### config.mk
export PLATFORM = sky130hd
export DESIGN_NAME = pulse_sched
export DESIGN_NICKNAME = d
export VERILOG_FILES = /design/src/rtl/pulse_sched_pkg.sv /design/src/rtl/pulse_sched_rr_arb2.sv /design/src/rtl/pulse_sched.sv
export SDC_FILE = /design/constraint.sdc
export NUM_CORES = 1
export LEC_CHECK = 0
export ABC_CLOCK_PERIOD_IN_PS = 7800
export CAP_MARGIN = 30
export CORE_MARGIN = 2
export CORE_UTILIZATION = 40
export DETAILED_ROUTE_END_ITERATION = 12
export GPL_TIMING_DRIVEN = 0
export RECOVER_POWER = 25
export SLEW_MARGIN = 20
export SYNTH_ARGS = -nofsm -noshare
export SYNTH_HDL_FRONTEND = slang
export SYNTH_HIERARCHICAL = 1
export SYNTH_SLANG_ARGS = --single-unit
### constraint.sdc
create_clock -name clock -period 7.8 [get_ports clock]
set_input_delay 1.95 -clock clock [delete_from_list [all_inputs] [get_ports clock]]
set_output_delay 1.95 -clock clock [all_outputs]
set_load 0.03 [all_outputs]
### src/rtl/pulse_sched_pkg.sv
// pulse_sched_pkg: state encoding and default field widths shared by the pulse scheduler.
package pulse_sched_pkg;
  typedef enum logic [1:0] {
    IDLE = 2'd0,
    HIGH = 2'd1,
    LOW  = 2'd2
  } state_t;
  localparam int CW_DEF = 8;
  localparam int NW_DEF = 4;
endpackage

### src/rtl/pulse_sched_rr_arb2.sv
// rr_arb2: two-way round-robin arbiter; pointer names the favoured requester and moves past each winner.
module rr_arb2 (
  input  logic clock,
  input  logic reset,
  input  logic req0,
  input  logic req1,
  input  logic advance,
  output logic gnt0,
  output logic gnt1,
  output logic pointer
);
  logic ptr_q, ptr_d;
  always_comb begin
    gnt0 = req0 & (~req1 | ~ptr_q);
    gnt1 = req1 & (~req0 | ptr_q);
    ptr_d = advance ? gnt0 : ptr_q;
  end
  always_ff @(posedge clock) begin
    if (!reset) ptr_q <= 1'b0;
    else ptr_q <= ptr_d;
  end
  assign pointer = ptr_q;
endmodule

### src/rtl/pulse_sched.sv
// pulse_sched: shares one pulse line between two requesters, sequencing n pulses of hi high / lo low cycles.
module pulse_sched
  import pulse_sched_pkg::*;
#(
  parameter int CW = CW_DEF,
  parameter int NW = NW_DEF
) (
  input  logic          clock,
  input  logic          reset,
  input  logic          req0,
  input  logic [CW-1:0] hi0,
  input  logic [CW-1:0] lo0,
  input  logic [NW-1:0] n0,
  input  logic          req1,
  input  logic [CW-1:0] hi1,
  input  logic [CW-1:0] lo1,
  input  logic [NW-1:0] n1,
  output logic          ack0,
  output logic          ack1,
  output logic          done0,
  output logic          done1,
  output logic          busy,
  output logic          owner,
  output logic          signal
);
  state_t state_q, state_d;
  logic [CW-1:0] cnt_q, cnt_d, hi_q, hi_d, lo_q, lo_d, hi_sel, lo_sel;
  logic [NW-1:0] pulses_q, pulses_d, n_sel;
  logic sig_q, sig_d, busy_q, busy_d, owner_q, owner_d;
  logic ack0_q, ack0_d, ack1_q, ack1_d, done0_q, done0_d, done1_q, done1_d;
  logic advance, gnt0, gnt1, win, pointer;
  assign advance = (state_q == IDLE) & (req0 | req1);
  rr_arb2 u_arb (
    .clock  (clock),
    .reset  (reset),
    .req0   (req0),
    .req1   (req1),
    .advance(advance),
    .gnt0   (gnt0),
    .gnt1   (gnt1),
    .pointer(pointer)
  );
  assign win    = gnt1;
  assign hi_sel = win ? hi1 : hi0;
  assign lo_sel = win ? lo1 : lo0;
  assign n_sel  = win ? n1 : n0;
  always_comb begin
    state_d  = state_q;
    cnt_d    = cnt_q;
    pulses_d = pulses_q;
    hi_d     = hi_q;
    lo_d     = lo_q;
    owner_d  = owner_q;
    sig_d    = sig_q;
    busy_d   = busy_q;
    ack0_d   = 1'b0;
    ack1_d   = 1'b0;
    done0_d  = 1'b0;
    done1_d  = 1'b0;
    case (state_q)
      IDLE: begin
        if (advance) begin
          owner_d = win;
          ack0_d  = ~win;
          ack1_d  = win;
          // Zero-length phases behave as one cycle so every pulse is visible.
          hi_d = (hi_sel == '0) ? CW'(1) : hi_sel;
          lo_d = (lo_sel == '0) ? CW'(1) : lo_sel;
          if (n_sel == '0) begin
            done0_d = ~win;
            done1_d = win;
          end else begin
            state_d  = HIGH;
            sig_d    = 1'b1;
            busy_d   = 1'b1;
            cnt_d    = hi_d - CW'(1);
            pulses_d = n_sel;
          end
        end
      end
      HIGH: begin
        if (cnt_q == '0) begin
          state_d = LOW;
          sig_d   = 1'b0;
          cnt_d   = lo_q - CW'(1);
        end else begin
          cnt_d = cnt_q - CW'(1);
        end
      end
      LOW: begin
        if (cnt_q != '0) begin
          cnt_d = cnt_q - CW'(1);
        end else if (pulses_q == NW'(1)) begin
          state_d = IDLE;
          busy_d  = 1'b0;
          done0_d = ~owner_q;
          done1_d = owner_q;
        end else begin
          state_d  = HIGH;
          sig_d    = 1'b1;
          cnt_d    = hi_q - CW'(1);
          pulses_d = pulses_q - NW'(1);
        end
      end
      default: begin
        state_d = IDLE;
        sig_d   = 1'b0;
        busy_d  = 1'b0;
      end
    endcase
  end
  always_ff @(posedge clock) begin
    if (!reset) begin
      state_q  <= IDLE;
      cnt_q    <= '0;
      pulses_q <= '0;
      hi_q     <= '0;
      lo_q     <= '0;
      owner_q  <= 1'b0;
      sig_q    <= 1'b0;
      busy_q   <= 1'b0;
      ack0_q   <= 1'b0;
      ack1_q   <= 1'b0;
      done0_q  <= 1'b0;
      done1_q  <= 1'b0;
    end else begin
      state_q  <= state_d;
      cnt_q    <= cnt_d;
      pulses_q <= pulses_d;
      hi_q     <= hi_d;
      lo_q     <= lo_d;
      owner_q  <= owner_d;
      sig_q    <= sig_d;
      busy_q   <= busy_d;
      ack0_q   <= ack0_d;
      ack1_q   <= ack1_d;
      done0_q  <= done0_d;
      done1_q  <= done1_d;
    end
  end
  assign ack0   = ack0_q;
  assign ack1   = ack1_q;
  assign done0  = done0_q;
  assign done1  = done1_q;
  assign busy   = busy_q;
  assign owner  = owner_q;
  assign signal = sig_q;
endmodule

; ---- Yosys cells after proc, flatten, opt, wreduce, memory -nomap -nowiden
; Cells that the tools add are included.
[word_totals]
ff_bits = 38
elab_cells = 96
output_inout_bits = 7
inputBits = 44
[classes]
mux = 41
n_addsub = 5
n_eq_ne = 10
n_reduce_logical = 15
bitwise_logic = 12
[ops]
columns = op, n
row1 = 2-to-1 mux 8 bit, 9
row2 = subtractor 8 x 1 -> 8 bit (second input constant), 4
row3 = logical NOT 8 bit, 3
row4 = case mux 8 bit (3 select lines), 1
row5 = 2-to-1 mux 4 bit, 5
row6 = 2-to-1 mux 1 bit, 16
row7 = AND reduction 5 bit, 3
row8 = != test 2 bit (second input constant), 5
row9 = 2-to-1 mux 2 bit, 4
row10 = case mux 4 bit (2 select lines), 1
row11 = AND reduction 4 bit, 2
row12 = nonzero test 8 bit, 1
row13 = NOT 1 bit, 6
row14 = case mux 1 bit (3 select lines), 2
row15 = case mux 2 bit (3 select lines), 1
row16 = == test 4 x 1 -> 1 bit (second input constant), 1
row17 = logical NOT 4 bit, 1
row18 = case mux 1 bit (2 select lines), 2
row19 = subtractor 4 x 1 -> 4 bit (second input constant), 1
row20 = bitwise AND 1 bit, 3
row21 = != test 3 bit (second input constant), 1
row22 = bitwise OR 1 bit, 3
row23 = AND reduction 3 bit, 1
row24 = nonzero test 3 bit, 1
row25 = 6 further kinds, 6

; ---- Longest topological paths before layout
[logic_depth]
word_depth = 10
mapped_depth = 11
mapped_depth_nobuf = 10

; ---- Cells and area by module
; Netlist, hierarchy kept.
[by_module_without_submodules]
columns = module, n_inst, seq_area_each_um2, area_per_inst_um2, cells_per_inst
row1 = pulse_sched, 1, 740.7, 2717.6, 333
row2 = rr_arb2, 1, 20.0, 60.1, 6

; ---- Least setup slack after synthesis
; Ideal clock, no wire load.
[synth_timing]
path_kind = in2reg
from = input port req1
to = register cnt_q[6]
required_ps = 7681
setup_time_ps = 119
arrival_time_ps = 4044
cell_stages = 10
n_path_buf = 1
setup_slack_ps = 3637
cell_sequence = a21boi_0 buf_2 nor4b_1 o221ai_1 and2_1 ha_1 o21ai_0 o21a_1 o31ai_1 o221a_2
[synth_via]
elab_chain_cells = 8
elab_cells_between_ends = 15
classes_between = add/sub: 1 / eq/ne: 2 / mux: 6 / bitwise: 3 / reduce/logical: 3
[synth_lines]
columns = item, line_no
row1 = from (decl), pulse_sched.sv:14  ; input logic req1,
row2 = bitwise AND 1 bit, pulse_sched_rr_arb2.sv:15  ; gnt1 = req1 & (~req0 | ptr_q);
row3 = 2-to-1 mux 8 bit, pulse_sched.sv:44  ; assign hi_sel = win ? hi1 : hi0;
row4 = logical NOT 8 bit, pulse_sched.sv:67  ; hi_d = (hi_sel == '0) ? CW'(1) : hi_sel;
row5 = 2-to-1 mux 8 bit, pulse_sched.sv:67
row6 = subtractor 8 x 1 -> 8 bit, pulse_sched.sv:76  ; cnt_d = hi_d - CW'(1);
row7 = 2-to-1 mux 8 bit, pulse_sched.sv:69  ; if (n_sel == '0) begin
row8 = 2-to-1 mux 8 bit, pulse_sched.sv:62  ; if (advance) begin
row9 = case mux 8 bit (3 select lines), pulse_sched.sv:60  ; case (state_q)
row10 = to (signal assigned), pulse_sched.sv:128  ; cnt_q <= cnt_d;
row11 = to (decl), pulse_sched.sv:27  ; logic [CW-1:0] cnt_q, cnt_d, hi_q, hi_d, lo_q, lo_d, hi_sel, lo_sel;
; Several ways; a longest one is shown, not always the timed one. The select of a mux whose other input is x is not followed.
; A chain may end at the register's enable or synchronous reset.

; ---- Worst setup path in the final report
[layout_timing]
from = input port req1
to = register cnt_q[6]
[layout_via]
elab_chain_cells = 8
elab_cells_between_ends = 15
classes_between = add/sub: 1 / eq/ne: 2 / mux: 6 / bitwise: 3 / reduce/logical: 3
[layout_lines]
columns = item, line_no
row1 = bitwise AND 1 bit (*), pulse_sched_rr_arb2.sv:15
row2 = net gnt1, pulse_sched.sv:31  ; logic advance, gnt0, gnt1, win, pointer;
row3 = 2-to-1 mux 8 bit, pulse_sched.sv:44
row4 = logical NOT 8 bit, pulse_sched.sv:67
row5 = 2-to-1 mux 8 bit, pulse_sched.sv:67
row6 = subtractor 8 x 1 -> 8 bit, pulse_sched.sv:76
row7 = 2-to-1 mux 8 bit, pulse_sched.sv:69
row8 = 2-to-1 mux 8 bit, pulse_sched.sv:62
row9 = case mux 8 bit (3 select lines), pulse_sched.sv:60
; The timed path passes the listed nets; every way through them passes the cells marked *. The select of a mux whose other input is x is not followed.

==> key figures <==
Run status
  • Outcome: complete, no violations

STA
  • Final-report setup violation count: 0
  • Min cycle time layout: 5.03 ns
  • Final clock period utilization by the worst path: 64.5%
  • Number of pins exceeding their max-slew limit in the final report: 0
  • Final Skew: 0.00656 ns
  • Slew of the pin with the lowest slew margin: 0.725 ns
  • RSZ-0062 raised after global routing: no
  • Final hold violation count: 0
  • Max Fclk: 0.199 GHz
  • Fin worst setup slack: 2.77 ns
  • Headroom to the max-slew limit: 51.2%
  • Setup TNS Final: 0 ns

Floorplanning
  • Chip width: 87.3 um
  • Total die area: 7630 um2
  • Core area: 6760 um2
  • Cell row count: 30
  • Initial Utilization: 41.1%
  • Number of top-level pins: 51
  • Floorplan die height: 87.3 um

Clocking
  • H-tree levels: 2
  • Maximum root-to-sink buffer count: 2
  • Later-pin clock latency in the skew report: 0.28 ns
  • TritonCTS clock tree: built
  • Clock-pin slew reported for the worst setup and hold paths after clock tree synthesis: 0.07 ns
  • Setup fix buffers added after clock tree synthesis: 0
  • Inserted Clock Buffers: 5
  • CTS sink cnt: 38
  • Post-cts gate resize count: 0
  • Cell at the root of the clock tree: clkbuf_8
  • Hold buffer count at cts: 0

Finish
  • Final instance area: 3480 um2
  • Relative area change from synthesis to final layout: 25.3%
  • Post-layout instance count excluding filler cells: 476
  • Fill cell total of the finished layout: 665
  • Number of nets in the finished design: 451
  • Ant diodes: 0
  • Fraction of final layout cells sized beyond drive strength 1: 7.58%

Yosys
  • Flip-flop and latch count after synthesis: 38
  • Synth warn: 6
  • Ys flop type: dfxtp_1
  • Area share of the leading cell type in the synthesized netlist: 27.4%
  • Avg Synthesized Cell Area: 8.19 um2
  • Summed instance area of the synthesized netlist: 2780 um2
  • Share of synthesized area occupied by flip-flops and latches: 27.4%
  • Cell taking the most area after synthesis: dfxtp_1
  • Number of enable-type register cells in the synthesized netlist: 0
  • Post-synth net total: 394
  • Distinct cells, synth: 65
  • Number of standard cells after synthesis: 339
  • Share of flip-flops with an asynchronous set or reset after synthesis: 0%
  • Top area cells in the synthesized netlist: dfxtp_1 27%, mux2i_1 6.8%, ha_1 5.0%

Global route
  • Global routing usage on met1: 30.1%
  • Overflow after GRT: 0
  • Number of global-route vias before repair: 2523
  • Total global-route track usage: 20.6%
  • Top Usage Layer GRT: met2
  • Antenna violations before repair: 0
  • Met3 usage in global routing: 2.75%
  • Wire length of the first global-routing pass: 12.6 mm
  • Pin count of the biggest net entering global routing: 12
  • Met2 Resource Use GR: 32.9%

Routing
  • Wire length per cell: 16.4 um
  • Total iterations of the first detailed-routing run: 4
  • Mean number of vias per cell: 5.81
  • Vias after detailed routing: 2765
  • Remaining routing DRC violations: 0
  • Drt initial violations: 165
  • Sum of routed wire length over all layers: 7.80 mm
  • Antenna-violating nets left: 0

Flow run
  • Number of maximum-capacitance violations: 0

Critical path
  • Worst setup slack for register-to-register paths: 4.61 ns
  • Reg-to-reg critical path startpoint: u_arb/pointer$_SDFFE_PN0P_
  • Max Fanout on Critical Path: 10
  • Largest stage delay, worst path: 0.54 ns
  • CP cell instances: clkdlybuf4s50_1 -> a21boi_0 -> buf_2 -> buf_2 -> buf_2 -> mux2i_1 -> ha_1 -> o21ai_0 -> o21a_1 -> o31ai_1 -> o221a_2
  • Worst R2R Path Depth: 11
  • Bufs and invs on worst path: 4
  • CP Data Required Time: 8.03 ns
  • Levels on crit path: 11
  • Arrival time at the worst endpoint: 5.26 ns
  • Start point of the critical path: req1
  • Most used cell along the critical path: buf_2
  • Setup crit end: cnt_q[6]$_SDFFE_PN0P_
  • Terminus of the critical flop-to-flop path: cnt_q[6]$_SDFFE_PN0P_
  • Dominant delay contributor by cell family on the critical path: buffers and inverters
  • Slowest stage cell, crit path: clkdlybuf4s50_1
  • Critical path endpoint category: flop
  • Critical path class: primary input to flop
  • Critical path startpoint category: primary input

Placed design
  • Estimated wirelength of the detail-placed design: 6.21 mm
  • Area post-placement: 3380 um2
  • Number of placed instances with taps included: 469
  • Placer congestion estimate: 0.843
  • Worst slack, placed: 2.43 ns
  • Port Buffer Count: 50

Power and ir drop
  • Total power consumption of the routed design: 1.22 mW
  • Total power per unit cell area: 352 nW/um2
  • Largest vdd supply drop: 0.142 mV
  • P_leak: 1.28 nW

Worst hold path
  • Type of the tightest min-delay check: flop to flop
  • Worst min-delay path startpoint: owner$_SDFFE_PN0P_
where the power goes:
part,internal [mW],switching [mW],total (mW)
Clock,0.102,0.0672,0.170
Combinational,0.302,0.407,0.709
Sequential,0.261,0.0844,0.346
placed cells by master (no fill, tap or decap), drive strengths merged, types with 3 or more instances in the layout:
cell           count
clkdlybuf4s50     42
dfxtp             38
nor2              31
mux2i             19
a211oi            19
o21ai             19
inv               17
nand2             17
clkbuf            17
nor3              14
a21oi             11
ha                11
buf               10
nand3              8
dlygate4sd3        8
nor4               8
a31oi              7
o21a               7
xnor2              6
or4                6
or3                5
o31a               5
o211ai             5
xor2               5
o31ai              5
nor3b              5
a21boi             5
o221ai             4
nor2b              4
and2               3
layout make-up:
| class | count | area (um2) | share of cell area (%) |
|---|---|---|---|
| multi-input cells | 262 | 1830 | 52.6 |
| flip-flops and latches | 38 | 761 | 21.9 |
| repair buffers | 50 | 500 | 14.4 |
| plain buffers | 21 | 109 | 3.13 |
| well taps | 80 | 100 | 2.88 |
| clock buffers | 6 | 82.6 | 2.37 |
| inverters | 18 | 67.6 | 1.94 |
| clock inverters | 1 | 30.0 | 0.863 |
registers in the layout (all words and copies together) (netlist names), 2 cells and up:
register	cells
cnt_q	8
hi_q	8
lo_q	8
pulses_q	4
state_q	2
tightest hold or removal path: stages, from the launching register on:
cell	delay (ns)
dfxtp_1	0.33
nand2_1	0.06
a21oi_1	0.05
cell families after synthesis:
kind of cell             Yosys count  share of synthesized area (%)
multiplexers                      19                           6.85
XOR/XNOR                          11                           3.47
AND/OR/NAND/NOR                  112                           22.3
buffers and inverters             39                           6.35
adder cells (fa/ha/maj)           11                           4.95
AO/OA/AOI/OAI                    109                           28.6
flip-flops                        38                           27.4
cell usage after synthesis, types with 2 or more instances:
master	number
nor4_1	7
nor3b_1	4
dfxtp_1	38
nor2_1	31
a21boi_0	4
nor3_1	14
a221oi_1	2
inv_1	17
buf_6	3
o31a_1	5
o21a_1	7
xnor2_1	6
o221ai_1	4
or3_1	4
nand3_1	7
o41ai_1	2
a31oi_1	7
nor4b_1	2
nand2_1	17
o31ai_1	5
or4_1	4
a2111o_1	2
nor2b_1	4
nand3b_1	2
ha_1	11
xor2_1	5
o21ai_0	17
clkbuf_1	11
buf_2	6
o21ai_1	2
o221a_2	2
mux2i_1	19
and2_1	3
a21oi_1	11
o211ai_1	5
a211oi_1	18
or2_2	2
or4_4	2
metal layers:
metal	share of wire [%]	up-vias	wire [um]
li1	-	1397	-
met5	0	-	0
met4	0.32	0	25
met2	47	63	3650
met3	4.5	2	352
met1	48	1303	3770
how the worst min path moves through the flow:
stage / cells after the start / slack [ns] / end
floorplan: 2 / 0.46 / lo_q[0]$_SDFFE_PN0P_
global placement: 2 / 0.48 / owner$_SDFFE_PN0P_
detailed placement: 2 / 0.49 / owner$_SDFFE_PN0P_
CTS: 2 / 0.50 / owner$_SDFFE_PN0P_
global route: 2 / 0.53 / owner$_SDFFE_PN0P_
finish: 2 / 0.49 / owner$_SDFFE_PN0P_
metrics by stage:
step	hold WS, ns	util (%)
after detailed placement	0.485	50.0
after global placement	0.476	50.0
final	0.493	51.5
after floorplan	0.462	-
after global routing	0.535	51.5
after CTS	0.496	51.7
No activity file was read; power rests on OpenSTA's default activity.
